**config.mk**
```make
export PLATFORM = sky130hd
export DESIGN_NAME = uart_bus_master
export DESIGN_NICKNAME = d
export VERILOG_FILES = /design/src/rtl/uart_bus_master.sv
export SDC_FILE = /design/constraint.sdc
export NUM_CORES = 1
export LEC_CHECK = 0
export ABC_AREA = 0
export CORE_MARGIN = 2
export CORE_UTILIZATION = 45
export DETAILED_ROUTE_END_ITERATION = 10
export PLACE_DENSITY = 0.75
export RECOVER_POWER = 100
export REMOVE_ABC_BUFFERS = 1
export SLEW_MARGIN = 20
export SYNTH_ARGS = -nofsm -noshare
export SYNTH_HDL_FRONTEND = slang
export SYNTH_SLANG_ARGS = --single-unit
```
**constraint.sdc**
```tcl
create_clock -name clk_i -period 2.2 [get_ports clk_i]
set_input_delay 0.33 -clock clk_i [delete_from_list [all_inputs] [get_ports clk_i]]
set_output_delay 0.33 -clock clk_i [all_outputs]
set_load 0.02 [all_outputs]
```
**src/rtl/uart_bus_master.sv**
```systemverilog
// uart_bus_master: decodes UART command frames into single read/write cycles on a chip-select bus.
// Optional feature macro UART_BUS_MASTER_ERR_EN: invalid commands are answered with NAK_BYTE.
module uart_bus_master #(
   parameter logic [23:0] TIMEOUT  = 24'd5_000_000,
   parameter logic [7:0]  ACK_BYTE = 8'hA5,
   parameter logic [7:0]  NAK_BYTE = 8'h5A
) (
   input  logic        clk_i,
   input  logic        reset_i,
   input  logic [7:0]  rx_data_i,
   input  logic        rx_valid_i,
   output logic [7:0]  tx_data_o,
   output logic        tx_valid_o,
   input  logic        tx_ready_i,
   output logic        chip_select_o,
   output logic [31:0] addr_o,
   output logic        read_enable_o,
   input  logic [31:0] read_data_i,
   output logic [31:0] write_data_o,
   output logic [3:0]  write_mask_o,
   output logic        busy_o
);
   typedef enum logic [2:0] {IDLE, ADDR, DATA, BUS_WR, BUS_RD, RD_WAIT, RESP, ERR} state_t;
   state_t      r_state, w_next;
   logic        r_wr;
   logic [3:0]  r_mask;
   logic [1:0]  r_cnt;
   logic [23:0] r_to;
   logic [31:0] r_addr, r_wdata, r_rdata;
   logic        w_cmd_ok, w_collect, w_timeout, w_tx_hs, w_last;
   assign w_cmd_ok  = rx_data_i[6:4] == 3'b000;
   assign w_collect = r_state == ADDR || r_state == DATA;
   assign w_timeout = w_collect && !rx_valid_i && r_to == TIMEOUT - 24'd1;
   assign w_tx_hs   = tx_valid_o && tx_ready_i;
   assign w_last    = r_wr || r_cnt == 2'd3;
   assign addr_o       = r_addr;
   assign write_data_o = r_wdata;
   always_ff @(posedge clk_i) begin
      if (reset_i) r_state <= IDLE;
      else r_state <= w_next;
   end
   always_comb begin
      w_next = r_state;
      case (r_state)
         IDLE: begin
            if (rx_valid_i) begin
`ifdef UART_BUS_MASTER_ERR_EN
               w_next = w_cmd_ok ? ADDR : ERR;
`else
               w_next = w_cmd_ok ? ADDR : IDLE;
`endif
            end
         end
         ADDR:    w_next = w_timeout ? IDLE : (rx_valid_i && r_cnt == 2'd3) ? (r_wr ? DATA : BUS_RD) : ADDR;
         DATA:    w_next = w_timeout ? IDLE : (rx_valid_i && r_cnt == 2'd3) ? BUS_WR : DATA;
         BUS_WR:  w_next = RESP;
         BUS_RD:  w_next = RD_WAIT;
         RD_WAIT: w_next = RESP;
         RESP:    w_next = (w_tx_hs && w_last) ? IDLE : RESP;
         ERR:     w_next = w_tx_hs ? IDLE : ERR;
         default: w_next = IDLE;
      endcase
   end
   // A zero write mask still passes through BUS_WR so the ACK timing is unchanged.
   always_comb begin
      chip_select_o = (r_state == BUS_WR && |r_mask) || r_state == BUS_RD;
      read_enable_o = r_state == BUS_RD;
      write_mask_o  = r_state == BUS_WR ? r_mask : 4'h0;
      tx_valid_o    = r_state == RESP || r_state == ERR;
      tx_data_o     = r_state == ERR ? NAK_BYTE : r_state != RESP ? 8'h00 :
                      r_wr ? ACK_BYTE : r_rdata[{r_cnt, 3'b000} +: 8];
      busy_o        = r_state != IDLE;
   end
   always_ff @(posedge clk_i) begin
      if (reset_i) begin
         r_wr    <= 1'b0;
         r_mask  <= 4'h0;
         r_cnt   <= 2'd0;
         r_to    <= 24'd0;
         r_addr  <= 32'h0;
         r_wdata <= 32'h0;
         r_rdata <= 32'h0;
      end else begin
         r_to <= (rx_valid_i || !w_collect) ? 24'd0 : r_to + 24'd1;
         if (r_state == IDLE && rx_valid_i) begin
            r_wr   <= rx_data_i[7];
            r_mask <= rx_data_i[3:0];
         end
         if (r_state == ADDR && rx_valid_i) r_addr <= {rx_data_i, r_addr[31:8]};
         if (r_state == DATA && rx_valid_i) r_wdata <= {rx_data_i, r_wdata[31:8]};
         if (r_state == RD_WAIT) r_rdata <= read_data_i;
         // The 2-bit counter wraps to 0 after each 4-byte field, ready for the next one.
         if (r_state == IDLE && rx_valid_i) r_cnt <= 2'd0;
         else if ((w_collect && rx_valid_i) || (r_state == RESP && w_tx_hs)) r_cnt <= r_cnt + 2'd1;
      end
   end
endmodule

```
Word-level counts from Yosys, hierarchy flattened
Index checks and enable logic that the tools add are counted.
{"block": "word_totals", "register_bits": 130, "in_bits": 44, "out_inout_bits": 80, "wordCells": 62}
{"block": "op_classes", "add_sub_neg": 2, "eq_ne": 11, "shifts": 1, "n_mux": 14, "reduce_logical": 26}
{"operator": "32-bit by 6-bit variable part select with 8-bit output", "count": 1}
{"operator": "24-bit by 1-bit adder with 24-bit output, second input constant", "count": 1}
{"operator": "24-bit by 23-bit == test with 1-bit output, second input constant", "count": 1}
{"operator": "8-bit 2-to-1 mux", "count": 3}
{"operator": "3-bit case mux with 7 select lines", "count": 1}
{"operator": "3-bit 2-to-1 mux", "count": 6}
{"operator": "3-bit == test, second input constant", "count": 4}
{"operator": "1-bit logical AND", "count": 11}
{"operator": "3-bit by 2-bit == test with 1-bit output, second input constant", "count": 2}
{"operator": "3-bit logical NOT", "count": 2}
{"operator": "1-bit logical OR", "count": 6}
{"operator": "2-bit OR reduction", "count": 3}
{"operator": "4-bit 2-to-1 mux", "count": 1}
{"operator": "4-bit OR reduction", "count": 1}
{"operator": "3-bit by 1-bit == test with 1-bit output, second input constant", "count": 1}
{"operator": "3-bit != test, second input constant", "count": 1}
{"operator": "3-bit nonzero test", "count": 1}
{"operator": "2-bit by 1-bit adder with 2-bit output, second input constant", "count": 1}
{"operator": "2-bit == test, second input constant", "count": 1}
{"operator": "1-bit logical NOT", "count": 2}
{"operator": "1-bit 2-to-1 mux", "count": 2}
{"operator": "2-bit 2-to-1 mux", "count": 1}
{"operator": "2-bit != test, second input constant", "count": 1}

Longest topological paths before layout
Gate-level depths: netlist of run 1.
{"block": "logic_depth", "word_depth": 6, "depth_mapped": 7, "depth_no_buf": 5}

Worst setup path before layout of run 1
Ideal clock, no wire load.
{"block": "synth_path", "path_kind": "register to register", "startpoint": "register r_to[0]", "endpoint": "register r_to[22]", "setup_ps": 70, "arrival_ps": 1776, "t_required_ps": 2130, "slack_ps": 354, "path_stages_with_launch": 7, "n_path_buf": 1, "synth_period_minus_slack_ps": 1846, "path_cell_list": "dfxtp_1 ha_1 nand3_2 or3_1 buf_2 or4_1 a21oi_1"}
{"block": "synth_via", "elab_chain_len": 1}
{"item": "start: declaration", "line": "28", "rtl": "logic [23:0] r_to;"}
{"item": "start signal: assignment", "line": "84", "rtl": "r_to <= (rx_valid_i || !w_collect) ? 24'd0 : r_to + 24'd1;"}
{"item": "24-bit by 1-bit adder with 24-bit output", "line": "84"}
No other way between the ends.
A chain may end at the register's enable or synchronous reset.

Worst setup path after layout of run 1
{"block": "layout_path", "startpoint": "register r_cnt[0]", "endpoint": "output tx_data_o[1]"}
{"block": "layout_via", "elab_chain_len": 4}
{"item": "start: declaration", "line": "27", "rtl": "logic [1:0] r_cnt;"}
{"item": "start signal: assignment", "line": "94", "rtl": "else if ((w_collect && rx_valid_i) || (r_state == RESP && w_tx_hs)) r_cnt <= r_cnt + 2'd1;"}
{"item": "32-bit by 6-bit variable part select with 8-bit output", "line": "71", "rtl": "r_wr ? ACK_BYTE : r_rdata[{r_cnt, 3'b000} +: 8];"}
{"item": "8-bit 2-to-1 mux", "line": "71"}
{"item": "8-bit 2-to-1 mux (2 in series)", "line": "70", "rtl": "tx_data_o = r_state == ERR ? NAK_BYTE : r_state != RESP ? 8'h00 :"}
{"item": "end: declaration", "line": "12", "rtl": "output logic [7:0] tx_data_o,"}
No other way between the ends.

==> results of run 1 <==
critical path, cell delays in order, from the launching register on:
cell	delay [ns]
dfxtp_2	0.34
buf_6	0.13
mux4_2	0.50
a21oi_2	0.14
nor2_1	0.04
clkdlybuf4s15_2	0.25
cells by family after synthesis:
family / after synthesis / synth area share
AND/OR/NAND/NOR: 303 / 0.2551
AO/OA/AOI/OAI: 138 / 0.1395
flip-flops: 130 / 0.4958
multiplexers: 9 / 0.03623
adder cells (fa/ha/maj): 2 / 0.004767
XOR/XNOR: 16 / 0.02670
buffers and inverters: 56 / 0.04195
power breakdown:
group          internal [mW]  leakage, nW  switching [mW]
Combinational          0.494         1.32           0.748
Clock                   1.87        0.303            1.08
Sequential              2.48         1.05           0.115
Total                   4.84         2.67            1.94
cell usage in the layout, fill, tap and decap left out, types with 3 or more instances in the layout:
cell / synthesis / routed
nor2_1: 24 / 24
o21ai_0: 7 / 7
nor3_1: 5 / 5
dlygate4sd2_1: 0 / 5
nand4_1: 4 / 4
clkbuf_16: 0 / 17
nand2_1: 215 / 215
inv_6: 0 / 6
and3_1: 3 / 3
clkbuf_1: 39 / 5
dfxtp_1: 130 / 127
o21a_1: 4 / 4
dfxtp_2: 0 / 3
and2_0: 0 / 5
and4_1: 3 / 3
buf_4: 0 / 10
nand3_1: 8 / 8
xnor2_1: 11 / 11
or4_1: 6 / 6
clkdlybuf4s50_1: 0 / 43
nor4_1: 5 / 5
dlygate4sd3_1: 0 / 65
and2_1: 9 / 4
clkbuf_2: 1 / 5
or3_1: 8 / 8
o31ai_1: 4 / 4
inv_1: 8 / 8
bufinv_16: 0 / 3
mux4_2: 8 / 8
a21oi_1: 114 / 113
xor2_1: 5 / 5
buf_2: 7 / 3
through the flow:
stage	setup TNS (ns)	utilization	power, mW
after floorplan	-39.89	-	3.283
after global placement	0	0.5816	3.854
after detailed placement	0	0.5816	3.894
after CTS	0	0.6369	6.851
after global routing	-0.006396	0.6328	7.071
final	0	0.6328	6.776
per-layer routing:
layer,global-route usage,part of all wire
met1,0.2559,0.42
met2,0.3636,0.51
met3,0.06097,0.044
met4,0.08130,0.022
met5,0,0
registers in the layout (all words and copies together), names as in the netlist:
name / flops
addr_o: 32
r_cnt: 2
r_state: 3
r_mask: 4
r_wr: 1
r_to: 24
write_data_o: 32
r_rdata: 32
path summary, 6_finish.rpt:
kind / from / to / slack [ns]
max: r_cnt[0] / tx_data_o[1] / 0.04
min: reset_i / write_data_o[1] / 0.30
max reg2reg: r_to[0] / r_to[20] / 0.16
min reg2reg: addr_o[3] / addr_o[3] / 0.45
final cells by class:
class / instances / share of cell area
flip-flops and latches: 130 / 0.3607
multi-input cells: 468 / 0.3384
repair buffers: 141 / 0.1856
clock buffers: 20 / 0.06320
well taps: 143 / 0.02476
clock inverters: 12 / 0.02320
inverters: 8 / 0.004156
==> results.json, run 1 <==
{
  "avgViaCountPerCell": 5.273,
  "fin_crit_ns": 2.155,
  "post-cts-setup-buffer-count": 0,
  "ir_worst_vdd_uv": 545.1,
  "grt_pass1_vias": 4680,
  "hpwlAfterDp_mm": 9.173,
  "multi_input_area_um2": 2445,
  "core_area_um2": 11420,
  "ys_types": 45,
  "achievable-frequency_mhz": 463.9,
  "grt_max_degree": 43,
  "antenna_found_initial": 0,
  "place_congestion": 0.8639,
  "area_growth_pct": 37.66,
  "first_iter_violations": 270,
  "slew_violations": 0,
  "cts_buffer_depth": 2,
  "seq_area_um2": 2606,
  "antennaDiodeCount": 0,
  "fin_cells": 922,
  "htree_levels": 4,
  "power.leakage_nw": 2.673,
  "cap_violations": 0,
  "hold_buffers": 0,
  "place_area_um2": 6641,
  "ys_seq_elements": 130,
  "cp.required_ns": 1.87,
  "power_density_nw_per_um2": 937.8,
  "drc": 0,
  "path_class": "reg2out",
  "dp_slack_ns": 0.1469,
  "clock_sinks": 130,
  "setup_viol": 0,
  "holdWs_ns": 0.3039,
  "slew_headroom": 0.4928,
  "skew_ns": 0.01103,
  "synth_area_leader_cell": "dfxtp_1",
  "dieArea_um2": 12540,
  "yosys-top-cells-count": "nand2_1, dfxtp_1, a21oi_1",
  "layout_setup_ws_ns": 0.04451,
  "die_w_um": 112,
  "syn_area_per_cell_um2": 8.026,
  "period_share": 0.9798,
  "placed_cells": 890,
  "synth-async-reset-ratio": 0,
  "rsz0062_at_grt": "true",
  "cts_buffers": 17,
  "hold_viol": 0,
  "synthMostInstantiatedCell": "nand2_1",
  "syn_area_um2": 5249,
  "post_drt_wl_per_cell_um": 14.37,
  "clkTransAtPathRegs_ns": 0.06,
  "synthFlopType": "dfxtp_1",
  "grt_pass1_wl_mm": 21.96,
  "ant_nets": 0,
  "routed_wl_mm": 13.25,
  "final_nets": 812,
  "cp_max_fo": 5,
  "clockRootBuffer": "clkbuf_16",
  "worst_pin_slew_ns": 0.7608,
  "place.port_buffers": 123,
  "yosys_warnings": 0,
  "startpoint_type": "register",
  "hold_path.class": "in2reg",
  "cts_resized": 32,
  "worst_setup_path_end_kind": "output port",
  "vias": 4862,
  "postSynthCellCount": 654,
  "r2r_cells": 5,
  "synth_edf_count": 0,
  "die_h_um": 112,
  "ios": 124,
  "n_fill_cell": 1015,
  "synth.top_cell.area_share": 0.4958,
  "firstDrtPassIters": 5,
  "status": "completed",
  "critPathArrivalTime_ns": 1.83,
  "final_area_um2": 7226,
  "layout-drive-gt1-share": 0.09243,
  "ys_seq_area_frac": 0.4958,
  "synth_area_leaders": "dfxtp_1, nand2_1, a21oi_1",
  "tritoncts": "done",
  "clk_latency_ns": 0.41,
  "overflow": 0,
  "whs_path_depth": 2,
  "grt_use_total": 0.2132,
  "start_util": 0.4597,
  "fp-row-count": 39
}
Power figures use the tool's default switching activity.
==> run 2, diff against run 1 <==
--- a/config.mk
+++ b/config.mk
@@ -8,6 +8,7 @@
 export ABC_AREA = 0
 export CORE_MARGIN = 2
 export CORE_UTILIZATION = 45
+export CTS_CLUSTER_SIZE = 40
 export DETAILED_ROUTE_END_ITERATION = 10
 export PLACE_DENSITY = 0.75
 export RECOVER_POWER = 100
==> results of run 2 <==
Final layout, timing and power as in run 1 (identical DEF).
